`config.mk`:
```
export PLATFORM = sky130hd
export DESIGN_NAME = matmul_energy_sched
export DESIGN_NICKNAME = d
export VERILOG_FILES = /design/src/rtl/matmul_energy_sched.sv
export SDC_FILE = /design/constraint.sdc
export NUM_CORES = 1
export LEC_CHECK = 0
export CAP_MARGIN = 0
export CORE_AREA = 2 2 341 343
export DETAILED_ROUTE_END_ITERATION = 16
export DIE_AREA = 0 0 343 345
export PLACE_DENSITY = 0.48
export REMOVE_ABC_BUFFERS = 1
export SLEW_MARGIN = 40
export SYNTH_ARGS = -nofsm -noshare
export SYNTH_HDL_FRONTEND = slang
export SYNTH_SLANG_ARGS = --single-unit
```
`constraint.sdc`:
```
create_clock -name clk -period 3.4 [get_ports clk]
set_clock_uncertainty 0.1 [all_clocks]
set_input_delay 0.68 -clock clk [delete_from_list [all_inputs] [get_ports clk]]
set_output_delay 0.68 -clock clk [all_outputs]
set_load 0.005 [all_outputs]
```
`src/rtl/matmul_energy_sched.sv`:
```
// Sequences one MatMul energy evaluation per candidate sigma. It streams the J
// column chunks from memory, tracks the best (lowest) energy and its sigma, and
// reports accept/reject/abort for every candidate.
module matmul_energy_sched #(
  parameter int unsigned MEM_BANDWIDTH   = 4096,
  parameter int unsigned VECTOR_SIZE     = 256,
  parameter int unsigned J_ELEMENT_WIDTH = 4,
  parameter int unsigned NUM_J_CHUNKS    =
    VECTOR_SIZE / (MEM_BANDWIDTH / (VECTOR_SIZE * J_ELEMENT_WIDTH)),
  parameter int unsigned ENERGY_WIDTH    =
    J_ELEMENT_WIDTH + 2 * $clog2(VECTOR_SIZE) + 1,
  parameter int unsigned ADDR_W          = $clog2(NUM_J_CHUNKS)
) (
  input  logic                    clk,
  input  logic                    rst,
  input  logic                    clear_best,
  input  logic                    cand_valid,
  output logic                    cand_ready,
  input  logic [VECTOR_SIZE-1:0]  cand_sigma,
  output logic                    mm_start,
  output logic [VECTOR_SIZE-1:0]  mm_sigma,
  output logic [ENERGY_WIDTH-1:0] mm_bound,
  output logic                    mm_chunk_valid,
  output logic [ADDR_W-1:0]       mm_chunk_idx,
  input  logic                    mm_early_stop,
  input  logic                    mm_done,
  input  logic [ENERGY_WIDTH-1:0] mm_energy,
  output logic                    mem_req,
  output logic [ADDR_W-1:0]       mem_addr,
  input  logic                    mem_gnt,
  input  logic                    mem_rvalid,
  output logic                    res_valid,
  input  logic                    res_ready,
  output logic [ENERGY_WIDTH-1:0] res_energy,
  output logic                    res_accepted,
  output logic                    res_aborted,
  output logic [ENERGY_WIDTH-1:0] best_energy,
  output logic [VECTOR_SIZE-1:0]  best_sigma
);

  // Counters carry one extra bit so they can hold NUM_J_CHUNKS itself.
  localparam int unsigned CNT_W = ADDR_W + 1;
  localparam logic [CNT_W-1:0] LAST_CNT = CNT_W'(NUM_J_CHUNKS);
  localparam logic [ENERGY_WIDTH-1:0] E_MAX = {1'b0, {(ENERGY_WIDTH-1){1'b1}}};

  typedef enum logic [2:0] {
    S_IDLE      = 3'd0,
    S_LAUNCH    = 3'd1,
    S_FETCH     = 3'd2,
    S_WAIT_DONE = 3'd3,
    S_REPORT    = 3'd4
  } state_e;

  state_e                  state_q, state_d;
  logic [CNT_W-1:0]        req_addr_q, req_addr_d;
  logic [CNT_W-1:0]        rx_cnt_q, rx_cnt_d;
  logic                    outst_q, outst_d;
  logic                    stop_q, stop_d;
  logic [VECTOR_SIZE-1:0]  mm_sigma_q, mm_sigma_d;
  logic [ENERGY_WIDTH-1:0] best_energy_q, best_energy_d;
  logic [VECTOR_SIZE-1:0]  best_sigma_q, best_sigma_d;
  logic [ENERGY_WIDTH-1:0] res_energy_q, res_energy_d;
  logic                    res_accepted_q, res_accepted_d;
  logic                    res_aborted_q, res_aborted_d;
  logic                    res_valid_q, res_valid_d;
  logic                    cand_ready_q, cand_ready_d;
  logic                    mm_start_q, mm_start_d;
  logic                    mem_req_q, mem_req_d;

  logic gnt_fire;
  logic rx_fire;
  logic chunk_fire;
  logic accept;

  // Handshake qualifiers; a return is only meaningful while a read is in flight.
  always_comb begin
    gnt_fire   = mem_req_q && mem_gnt;
    rx_fire    = (state_q == S_FETCH) && mem_rvalid && outst_q;
    chunk_fire = rx_fire && !stop_q && !mm_early_stop;
    accept     = $signed(mm_energy) < $signed(best_energy_q);
  end

  // Next-state, datapath updates and registered-output precomputation.
  always_comb begin
    state_d        = state_q;
    req_addr_d     = req_addr_q;
    rx_cnt_d       = rx_cnt_q;
    outst_d        = outst_q;
    stop_d         = stop_q;
    mm_sigma_d     = mm_sigma_q;
    best_energy_d  = best_energy_q;
    best_sigma_d   = best_sigma_q;
    res_energy_d   = res_energy_q;
    res_accepted_d = res_accepted_q;
    res_aborted_d  = res_aborted_q;

    case (state_q)
      S_IDLE: begin
        if (clear_best) begin
          best_energy_d = E_MAX;
        end
        if (cand_valid) begin
          mm_sigma_d = cand_sigma;
          state_d    = S_LAUNCH;
        end
      end

      S_LAUNCH: begin
        req_addr_d = '0;
        rx_cnt_d   = '0;
        outst_d    = 1'b0;
        stop_d     = 1'b0;
        state_d    = S_FETCH;
      end

      S_FETCH: begin
        if (gnt_fire) begin
          req_addr_d = req_addr_q + CNT_W'(1);
        end
        outst_d = (outst_q && !rx_fire) || gnt_fire;
        if (chunk_fire) begin
          rx_cnt_d = rx_cnt_q + CNT_W'(1);
        end
        if (mm_early_stop) begin
          stop_d = 1'b1;
        end
        // An aborted evaluation waits for its in-flight read to drain.
        if (stop_d && !outst_d) begin
          res_energy_d   = best_energy_q;
          res_accepted_d = 1'b0;
          res_aborted_d  = 1'b1;
          state_d        = S_REPORT;
        end else if (!stop_d && (rx_cnt_d == LAST_CNT)) begin
          state_d = S_WAIT_DONE;
        end
      end

      S_WAIT_DONE: begin
        if (mm_done) begin
          res_energy_d   = mm_energy;
          res_accepted_d = accept;
          res_aborted_d  = 1'b0;
          if (accept) begin
            best_energy_d = mm_energy;
            best_sigma_d  = mm_sigma_q;
          end
          state_d = S_REPORT;
        end else if (mm_early_stop) begin
          res_energy_d   = best_energy_q;
          res_accepted_d = 1'b0;
          res_aborted_d  = 1'b1;
          state_d        = S_REPORT;
        end
      end

      S_REPORT: begin
        if (res_ready) begin
          state_d = S_IDLE;
        end
      end

      default: begin
        state_d = S_IDLE;
      end
    endcase

    cand_ready_d = (state_d == S_IDLE);
    mm_start_d   = (state_d == S_LAUNCH);
    res_valid_d  = (state_d == S_REPORT);
    mem_req_d    = (state_d == S_FETCH) && !outst_d && !stop_d &&
                   (req_addr_d < LAST_CNT);
  end

  // State and output registers with synchronous reset.
  always_ff @(posedge clk) begin
    if (rst) begin
      state_q        <= S_IDLE;
      req_addr_q     <= '0;
      rx_cnt_q       <= '0;
      outst_q        <= 1'b0;
      stop_q         <= 1'b0;
      mm_sigma_q     <= '0;
      best_energy_q  <= E_MAX;
      best_sigma_q   <= '0;
      res_energy_q   <= '0;
      res_accepted_q <= 1'b0;
      res_aborted_q  <= 1'b0;
      res_valid_q    <= 1'b0;
      cand_ready_q   <= 1'b1;
      mm_start_q     <= 1'b0;
      mem_req_q      <= 1'b0;
    end else begin
      state_q        <= state_d;
      req_addr_q     <= req_addr_d;
      rx_cnt_q       <= rx_cnt_d;
      outst_q        <= outst_d;
      stop_q         <= stop_d;
      mm_sigma_q     <= mm_sigma_d;
      best_energy_q  <= best_energy_d;
      best_sigma_q   <= best_sigma_d;
      res_energy_q   <= res_energy_d;
      res_accepted_q <= res_accepted_d;
      res_aborted_q  <= res_aborted_d;
      res_valid_q    <= res_valid_d;
      cand_ready_q   <= cand_ready_d;
      mm_start_q     <= mm_start_d;
      mem_req_q      <= mem_req_d;
    end
  end

  // Chunk valid follows the memory return in the same cycle.
  always_comb begin
    mm_chunk_valid = chunk_fire;
    mm_chunk_idx   = rx_cnt_q[ADDR_W-1:0];
  end

  assign cand_ready   = cand_ready_q;
  assign mm_start     = mm_start_q;
  assign mm_sigma     = mm_sigma_q;
  assign mm_bound     = best_energy_q;
  assign mem_req      = mem_req_q;
  assign mem_addr     = req_addr_q[ADDR_W-1:0];
  assign res_valid    = res_valid_q;
  assign res_energy   = res_energy_q;
  assign res_accepted = res_accepted_q;
  assign res_aborted  = res_aborted_q;
  assign best_energy  = best_energy_q;
  assign best_sigma   = best_sigma_q;

endmodule

```
==> run_results.csv, run 1 <==
group,metric,value,unit
logic_synthesis,synth_edf_count,0,
placement,place_inst,4984,
drt,drtIter0Drc,910,
logic_synthesis,synth.most_common_cell,"dfxtp_1",
final_layout,fin_util,32.2,%
pwr,p_per_area,466,nW/um^2
worst_setup_path,worstSetupStartpointType,"primary input",
placement,dpl-instance-area,34600,sq um
sta,fin_setup_tns,0,ns
clocking,htreeDepth,3,
clocking,clkSlewWorstSetupHoldPaths,0.06,ns
min_path,min_path_type,"flop to flop",
placement,place_hpwl,67.2,mm
drt,drc,0,
grt,grt_overflow,0,
final_layout,syn2layout_area_growth,54.1,%
floorplanning,fp.dieH,345,um
worst_setup_path,critPathKind,"primary input to primary output",
logic_synthesis,synth_top_area_share,48.2,%
placement,globalplace.congestion,0.797,
sta,hold_violations,0,
sta,fmax,320,MHz
clocking,cts-buffers-inserted,74,
final_layout,nNetsFinal,3844,
sta,rsz0062_at_grt,"no",
placement,port_buffers,879,
floorplanning,start_util,20.9,%
sta,slew_headroom,54.9,%
grt,grt_pass1_vias,20518,
clocking,holdBufCountCts,0,
pwr,vdd_ir_drop_max,0.287,mV
logic_synthesis,ys_seq_area_share,48.2,%
sta,fin_ws,0.273,ns
floorplanning,pin_count,880,
clocking,cts_resized,0,
clocking,cts_max_path_buffers,3,
logic_synthesis,synthesis.area,24100,sq um
drt,drt-total-wl,90.8,mm
grt,grt_start_max_net_pins,102,
logic_synthesis,synthFlopType,"dfxtp_1",
worst_setup_path,crit_path_end_kind,"primary output",
clocking,cts_tree,"done",
drt,antenna_left,0,
worst_setup_path,crit_top_cell,"clkdlybuf4s50_1",
sta,fin_crit_sh,92.0,%
floorplanning,die_area,118000,sq um
worst_setup_path,crit_slowest_cell,"clkdlybuf4s50_1",
clocking,cts.sinks,579,
outcome,outcome,"complete, no violations",
sta,worst_pin_slew,0.676,ns
clocking,clock_latency,0.63,ns
grt,antenna_found_initial,9,
drt,drt-pass1-iter-count,4,
grt,grtUsageTotal,14.5,%
pwr,p_leak,13.0,nW
logic_synthesis,yosysWarnings,0,
grt,grt_pass1_wl,132,mm
drt,vias,20718,
run,maxCapViolations,0,
logic_synthesis,synth.distinct_cells,51,
sta,setup_viol,0,
placement,pre_cts_ws,-0.208,ns
worst_setup_path,crit_chain,"clkdlybuf4s50_1 -> or3b_2 -> nor2_4 -> clkdlybuf4s50_1",
logic_synthesis,synth_top_area_cell,"dfxtp_1",
floorplanning,dieWidth,343,um
final_layout,fin_area,37100,sq um
worst_setup_path,crit_arrival,2.35,ns
drt,via_per_inst,4.04,
logic_synthesis,avgSynthCellArea,8.88,sq um
drt,wire_per_inst,17.7,um
logic_synthesis,ys_top_cells_by_count,"dfxtp_1 (579), nand2_1 (571), nand2b_1 (519)",
clocking,clockRootBuffer,"clkbuf_16",
floorplanning,rows,125,
clocking,cts_setup_buffers,0,
sta,finalMaxSlewViolations,0,
logic_synthesis,synthCells,2711,
worst_setup_path,required,2.62,ns
final_layout,instances_no_fill,5122,
worst_setup_path,cp_max_fo,2,
logic_synthesis,synthArstFlopShare,0,%
worst_setup_path,cp_slowest_stage_delay,0.55,ns
logic_synthesis,ys_seq_elements,579,
floorplanning,coreArea,115000,sq um
final_layout,drive_gt1_share,6.59,%
logic_synthesis,synthTopCellsByArea,"dfxtp_1 (48%), nand2b_1 (13%), mux2i_1 (12%)",
sta,layout_min_cycle_time,3.13,ns
[cell usage in the layout (no fill, tap or decap), drive strengths merged, types with 21 or more instances in the layout]
master           n
a21oi          279
a311oi          21
buf            103
clkbuf         116
clkdlybuf4s50  878
dfxtp          579
ha              22
inv             28
mux2i          279
nand2          571
nand2b         519
nor2            90
[path summary, 6_finish.rpt]
kind / start / to / slack, ns / cells after the start
worst max-delay path: mm_early_stop / mm_chunk_valid / 0.27 / 4
worst min-delay path: mm_sigma[27] / mm_sigma[27] / 0.37 / 2
worst max register to register: best_energy[8] / best_sigma[95] / 0.50 / 11
worst min register to register: mm_sigma[27] / mm_sigma[27] / 0.37 / 2
[registers in the layout (all words and copies together), names as in the netlist]
| name | cells |
|---|---|
| best_energy | 21 |
| best_sigma | 256 |
| cand_ready | 1 |
| mem_req | 1 |
| mm_sigma | 256 |
| mm_start | 1 |
| outst_q | 1 |
| req_addr_q | 7 |
| res_aborted | 1 |
| res_accepted | 1 |
| res_energy | 21 |
| res_valid | 1 |
| rx_cnt_q | 7 |
| state_q | 3 |
| stop_q | 1 |
[critical path: cells and delay by family]
kind	cells	cell delay (ns)
AND/OR/NAND/NOR	2	0.66
buffers and inverters	2	1.00
[layout make-up]
| class | count | area [sq um] |
|---|---|---|
| Antenna cell | 4 | 10.0 |
| Clock buffer | 116 | 2310 |
| Clock inverter | 18 | 216 |
| Fill cell | 12110 | 78000 |
| Inverter | 25 | 93.8 |
| Multi-Input combinational cell | 1875 | 11100 |
| Sequential cell | 579 | 11600 |
| Tap cell | 1524 | 1910 |
| Timing Repair Buffer | 981 | 9880 |
[report_power, final]
group / switching [mW] / internal, mW / leakage (nW)
logic: 0.898 / 1.09 / 7.06
clock network: 3.14 / 4.91 / 1.25
registers: 0.227 / 7.03 / 4.71
total: 4.26 / 13.0 / 13.0
[kinds of logic after synthesis]
| kind of cell | after synthesis | share of synthesized area, % |
|---|---|---|
| simple gates | 1229 | 25.2 |
| flops | 579 | 48.2 |
| compound gates | 340 | 7.77 |
| mux | 281 | 11.7 |
| buf+inv | 257 | 5.94 |
| fa+ha+maj | 22 | 1.14 |
| xor+xnor | 3 | 0.109 |
[metal layers]
layer / vias to the layer above / GRT usage [%] / share of wire [%]
li1: 10447 / - / -
met1: 9516 / 16.3 / 40
met2: 626 / 25.0 / 48
met3: 119 / 5.47 / 8.9
met4: 10 / 4.98 / 2.7
met5: - / 0 / 0.073
[stage by stage]
stage / total power [mW] / hold slack [ns]
floorplan: 8.20 / 0.360
global placement: 9.43 / 0.356
global route: 18.1 / 0.384
CTS: 17.7 / 0.368
finish: 17.3 / 0.367
detailed placement: 9.43 / 0.361
No activity file was read; power rests on OpenSTA's default activity.
==> run 2, diff against run 1 <==
--- a/config.mk
+++ b/config.mk
@@ -7,9 +7,11 @@
 export LEC_CHECK = 0
 export CAP_MARGIN = 0
 export CORE_AREA = 2 2 341 343
+export CTS_BUF_LIST = sky130_fd_sc_hd__clkbuf_8 sky130_fd_sc_hd__clkbuf_16
 export DETAILED_ROUTE_END_ITERATION = 16
 export DIE_AREA = 0 0 343 345
 export PLACE_DENSITY = 0.48
+export RECOVER_POWER = 25
 export REMOVE_ABC_BUFFERS = 1
 export SLEW_MARGIN = 40
 export SYNTH_ARGS = -nofsm -noshare
==> constraint.sdc (replaced) <==
create_clock -name clk -period 3.75 [get_ports clk]
set_clock_uncertainty 0.1 [all_clocks]
set_input_delay 0.75 -clock clk [delete_from_list [all_inputs] [get_ports clk]]
set_output_delay 0.75 -clock clk [all_outputs]
set_load 0.005 [all_outputs]
==> run 2 against run 1 <==
  * Utilization fell by 0.36 points
  * First-iteration DRC count fell by 6.3%
  * Non-clock buffer count fell by 27
  * Cell count fell by 0.68%
  * Critical path type unchanged
  * Largest cell class unchanged
  * Highest routed layer unchanged
==> run_results.csv, run 2 (synthesized netlist as in run 1, its figures left out) <==
group,metric,value,unit
drt,drt-pass1-iter-count,5,
pwr,seqPwrFrac,42.9,%
pwr,p_per_area,418,nW/um^2
worst_setup_path,path_buf_inv,2,
clocking,htreeDepth,3,
grt,grt_pass1_wl,132,mm
final_layout,instances_no_fill,5087,
sta,finalMaxSlewViolations,0,
placement,place_inst,4957,
pwr,p_comb_share,11.4,%
worst_setup_path,critical_path_depth,4,
clocking,clkSlewWorstSetupHoldPaths,0.05,ns
worst_setup_path,crit_slowest_cell,"clkdlybuf4s50_1",
worst_setup_path,cp_top_family,"buffers and inverters",
final_layout,fin_area,36700,sq um
pwr,finalPower,15.3,mW
placement,port_buffers,879,
min_path,min_path_type,"flop to flop",
final_layout,final_common_cell,"clkdlybuf4s50_1",
pwr,vdd_ir_drop_max,0.257,mV
sta,hold_violations,0,
clocking,cts_tree,"done",
clocking,cts_max_path_buffers,3,
sta,slew_headroom,24.6,%
final_layout,final_cell_mix,"clkdlybuf4s50_1 (704), dfxtp_1 (579), nand2_1 (571)",
drt,drtIter0Drc,853,
worst_setup_path,reg2reg_from,"state_q[0]",
worst_setup_path,worstSetupStartpointType,"primary input",
pwr,pwr-share-clk,45.7,%
drt,via_per_inst,4.06,
sta,fin_setup_tns,0,ns
floorplanning,rows,125,
grt,grt_pass1_vias,20689,
placement,place_hpwl,66.6,mm
sta,fmax,302,MHz
final_layout,drive_gt1_share,5.34,%
grt,grtUsageTotal,14.5,%
floorplanning,start_util,20.9,%
sta,fin_crit_sh,88.2,%
drt,vias,20651,
floorplanning,fp.dieH,345,um
clocking,holdBufCountCts,0,
worst_setup_path,critPathKind,"primary input to primary output",
min_path,hold-path-cell-count,2,
worst_setup_path,cp_max_fo,2,
clocking,cts.sinks,579,
floorplanning,dieWidth,343,um
clocking,cts-buffers-inserted,73,
worst_setup_path,r2r-end,"mm_sigma[249]",
pwr,p_int,11.5,mW
grt,grt_overflow,0,
pwr,switchingPower,3.84,mW
min_path,hp-start,"best_sigma[62]",
drt,antenna_left,0,
placement,globalplace.congestion,0.781,
grt,antenna_found_initial,7,
clocking,cts_resized,0,
worst_setup_path,crit_chain,"clkdlybuf4s50_1 -> or3b_2 -> nor2_1 -> clkdlybuf4s50_1",
sta,setup_viol,0,
worst_setup_path,crit_arrival,2.46,ns
worst_setup_path,cp_slowest_stage_delay,0.56,ns
worst_setup_path,crit_path_end_kind,"primary output",
floorplanning,die_area,118000,sq um
pwr,swShare,25.1,%
outcome,outcome,"complete, no violations",
drt,drc,0,
worst_setup_path,r2r_slack,0.60,ns
sta,layout_min_cycle_time,3.31,ns
worst_setup_path,crit_top_cell,"clkdlybuf4s50_1",
pwr,p_leak,13.5,nW
grt,grt_start_max_net_pins,171,
drt,drt-total-wl,89.5,mm
worst_setup_path,required,2.90,ns
floorplanning,coreArea,115000,sq um
placement,dpl-instance-area,34300,sq um
sta,rsz0062_at_grt,"no",
final_layout,fillers,12191,
drt,wire_per_inst,17.6,um
min_path,whs_endpoint,"best_sigma[62]",
worst_setup_path,ff2ff_path_depth,5,
run,maxCapViolations,0,
sta,worst_pin_slew,1.12,ns
floorplanning,pin_count,880,
clocking,cts_setup_buffers,0,
worst_setup_path,cp-startpoint,"mm_early_stop",
clocking,clock_latency,0.63,ns
final_layout,nNetsFinal,3816,
final_layout,syn2layout_area_growth,52.4,%
clocking,clockRootBuffer,"clkbuf_16",
final_layout,fin_util,31.9,%
==> run 2: cell count changes in the layout (fill, tap and decap cells not counted), sizes merged <==
| cell | delta |
|---|---|
| clkdlybuf4s50 | -174 |
| dlygate4sd3 | +174 |
| buf | -33 |
| clkbuf | -20 |
| inv | +17 |
| clkinv | +2 |
| diode | -2 |
| clkinvlp | +1 |
==> run 2: final cells by class <==
| class | instances | area (sq um) | share of cell area (%) |
|---|---|---|---|
| antenna | 2 | 5.00 | 0.0136 |
| multi-input combinational | 1875 | 11000 | 30.1 |
| clock buffer | 90 | 2090 | 5.71 |
| inverter | 25 | 93.8 | 0.256 |
| tap | 1524 | 1910 | 5.20 |
| timing repair buffer | 954 | 9640 | 26.3 |
| sequential | 579 | 11600 | 31.6 |
| clock inverter | 38 | 299 | 0.815 |
==> run 2: worst reg2reg max path, delay by kind of cell, from the launching register on <==
family | cells | cell delay (ns)
AND/OR/NAND/NOR | 2 | 1.25
buffers and inverters | 2 | 1.07
flip-flops | 1 | 0.50
AO/OA/AOI/OAI | 1 | 0.17
==> run 2: worst max path at each step <==
stage / to / slack [ns]
after floorplan: mm_sigma[0] / -16.28
after global placement: best_sigma[254] / 0.02
after detailed placement: best_sigma[50] / 0.02
after CTS: mm_chunk_valid / 0.49
after global routing: mm_sigma[249] / 0.31
final: mm_chunk_valid / 0.44
==> run 2: through the flow <==
stage / setup slack (ns) / hold slack [ns]
final: 0.443 / 0.365
after global routing: 0.314 / 0.381
after CTS: 0.494 / 0.371
after detailed placement: 0.0238 / 0.361
after global placement: 0.0207 / 0.356
after floorplan: -16.28 / 0.360
==> run 2: layer usage <==
metal	track usage, %	vias up	share of wire [%]
met2	24.6	617	48
met5	0	-	0.041
met3	5.30	104	8.9
met1	16.7	9529	41
li1	-	10395	-
met4	4.85	6	2.5
==> run 2: power by group through the flow <==
| stage | Clock [mW] | Combinational, mW | Sequential (mW) |
|---|---|---|---|
| after CTS | 7.27 | 1.81 | 6.58 |
| after global placement | 0 | 1.81 | 6.71 |
| after global routing | 7.50 | 1.92 | 6.60 |
| final | 7.00 | 1.75 | 6.57 |
| after detailed placement | 0 | 1.80 | 6.71 |
| after floorplan | 0 | 0.765 | 6.67 |
==> run 3, diff against run 2 <==
--- a/config.mk
+++ b/config.mk
@@ -6,11 +6,11 @@
 export NUM_CORES = 1
 export LEC_CHECK = 0
 export CAP_MARGIN = 0
-export CORE_AREA = 2 2 341 343
+export CORE_AREA = 2 2 346 348
 export CTS_BUF_LIST = sky130_fd_sc_hd__clkbuf_8 sky130_fd_sc_hd__clkbuf_16
 export DETAILED_ROUTE_END_ITERATION = 16
-export DIE_AREA = 0 0 343 345
-export PLACE_DENSITY = 0.48
+export DIE_AREA = 0 0 348 350
+export PLACE_DENSITY = 0.5
 export RECOVER_POWER = 25
 export REMOVE_ABC_BUFFERS = 1
 export SLEW_MARGIN = 40
==> run 3 against run 2 <==
  * The flow now finishes with violations (capacitance limit, slew limit)
  * Sequential cell count unchanged
  * Cell count about the same
  * Clock power about the same
  * Critical path depth increased by 2
  * Worst hold slack improved by 0.0013 ns
  * Via count about the same
  * Utilization decreased by 0.81 points
  * Critical endpoint is now mm_sigma[200]
==> run_results.csv, run 3 (synthesized netlist as in run 1, its figures left out) <==
group,metric,value,unit
floorplanning,start_util,20.4,%
worst_setup_path,worstSetupStartpointType,"primary input",
drt,drt-pass1-iter-count,5,
floorplanning,fp.dieH,350,um
sta,layout_min_cycle_time,3.34,ns
grt,grt_start_max_net_pins,159,
worst_setup_path,crit_path_end_kind,"flop",
final_layout,syn2layout_area_growth,51.9,%
pwr,seqPwrFrac,43.0,%
worst_setup_path,crit_arrival,3.78,ns
drt,vias,20664,
placement,globalplace.congestion,0.771,
worst_setup_path,cp-startpoint,"cand_valid",
pwr,swShare,25.3,%
drt,via_per_inst,4.06,
outcome,violations,"capacitance limit, slew limit",
drt,wire_per_inst,17.5,um
drt,drc,0,
grt,grtUsageTotal,13.8,%
clocking,clockRootBuffer,"clkbuf_16",
worst_setup_path,reg2reg_from,"state_q[0]",
pwr,p_int,11.4,mW
final_layout,final_common_cell,"clkdlybuf4s50_1",
placement,place_hpwl,65.2,mm
sta,worst_pin_slew,1.57,ns
pwr,vdd_ir_drop_max,0.320,mV
grt,antenna_found_initial,8,
sta,rsz0062_at_grt,"no",
placement,port_buffers,879,
clocking,cts_resized,0,
floorplanning,pin_count,880,
grt,grt_pass1_vias,20139,
pwr,p_per_area,418,nW/um^2
sta,fin_ws,0.414,ns
final_layout,nNetsFinal,3806,
sta,slew_headroom,-4.48,%
grt,grt_pass1_wl,130,mm
final_layout,fin_area,36600,sq um
sta,fin_crit_sh,88.9,%
run,maxCapViolations,1,
final_layout,antenna_cells,0,
clocking,clock_latency,0.63,ns
grt,grt_overflow,0,
clocking,cts_max_path_buffers,3,
floorplanning,dieWidth,348,um
clocking,htreeDepth,3,
min_path,hp-start,"best_sigma[105]",
floorplanning,coreArea,118000,sq um
pwr,switchingPower,3.86,mW
placement,pre_cts_ws,0.0694,ns
pwr,p_comb_share,11.4,%
drt,antenna_left,0,
worst_setup_path,critPathKind,"primary input to flop",
final_layout,drive_gt1_share,5.20,%
clocking,cts-buffers-inserted,74,
worst_setup_path,required,4.20,ns
drt,drt-total-wl,88.9,mm
clocking,clkSlewWorstSetupHoldPaths,0.05,ns
min_path,min_path_type,"flop to flop",
sta,setup_viol,0,
drt,drtIter0Drc,967,
clocking,cts_tree,"done",
clocking,holdBufCountCts,0,
clocking,cts.sinks,579,
worst_setup_path,ff2ff_path_depth,5,
min_path,hold-path-cell-count,2,
sta,hold_violations,0,
pwr,pwr-share-clk,45.6,%
floorplanning,die_area,122000,sq um
clocking,cts_setup_buffers,0,
worst_setup_path,cp_max_fo,62,
outcome,outcome,"finished, violations left",
floorplanning,rows,126,
placement,dpl-instance-area,34300,sq um
sta,finalMaxSlewViolations,61,
final_layout,final_cell_mix,"clkdlybuf4s50_1 (757), dfxtp_1 (579), nand2_1 (571)",
sta,fmax,300,MHz
pwr,p_leak,13.2,nW
pwr,finalPower,15.3,mW
## run 3: changes by cell type in the layout (fill, tap and decap cells not counted), sizes merged
cell	before	now
clkinv	13	23
clkbuf	96	92
dlygate4sd3	174	121
buf	70	59
diode	2	0
clkdlybuf4s50	704	757
## run 3: final cells by class
cell class / count / area [sq um]
clock buffer: 86 / 2050
sequential: 579 / 11600
tap: 1536 / 1920
timing repair buffer: 943 / 9530
fill: 12388 / 81200
multi-input combinational: 1875 / 11000
clock inverter: 48 / 344
inverter: 25 / 93.8
## run 3: worst max-delay path, stage by stage
cell           delay (ns)
dlygate4sd3_1        0.60
nor4b_1              0.59
clkbuf_2             1.21
buf_12               0.30
nand2_1              0.09
a21oi_1              0.12
## run 3: final timing paths
kind / to / slack, ns
worst max-delay path: mm_sigma[200] / 0.41
worst min-delay path: best_sigma[105] / 0.37
worst max register to register: mm_sigma[200] / 0.57
worst min register to register: best_sigma[105] / 0.37
## run 3: power groups by stage
stage | Clock, mW | Combinational (mW) | Sequential (mW)
floorplan | 0 | 0.765 | 6.67
global placement | 0 | 1.79 | 6.72
detailed placement | 0 | 1.79 | 6.72
CTS | 7.29 | 1.80 | 6.59
global route | 7.51 | 1.91 | 6.61
finish | 6.97 | 1.74 | 6.58
## run 3: metrics by stage
step	util, %	TNS, ns	hold slack, ns	instances
after CTS	31.1	0	0.372	5092
after floorplan	-	-6121.88	0.360	2479
after detailed placement	29.1	0	0.360	4958
final	31.1	0	0.366	5092
after global placement	29.1	0	0.356	4958
after global routing	31.1	0	0.379	5092
## run 3: layer usage
layer | global-route usage [%] | up-vias | share of wire [%]
met2 | 23.6 | 601 | 48
met3 | 6.06 | 110 | 9.4
li1 | - | 10380 | -
met4 | 3.47 | 14 | 1.9
met1 | 15.8 | 9559 | 40
met5 | 0 | - | 0.13
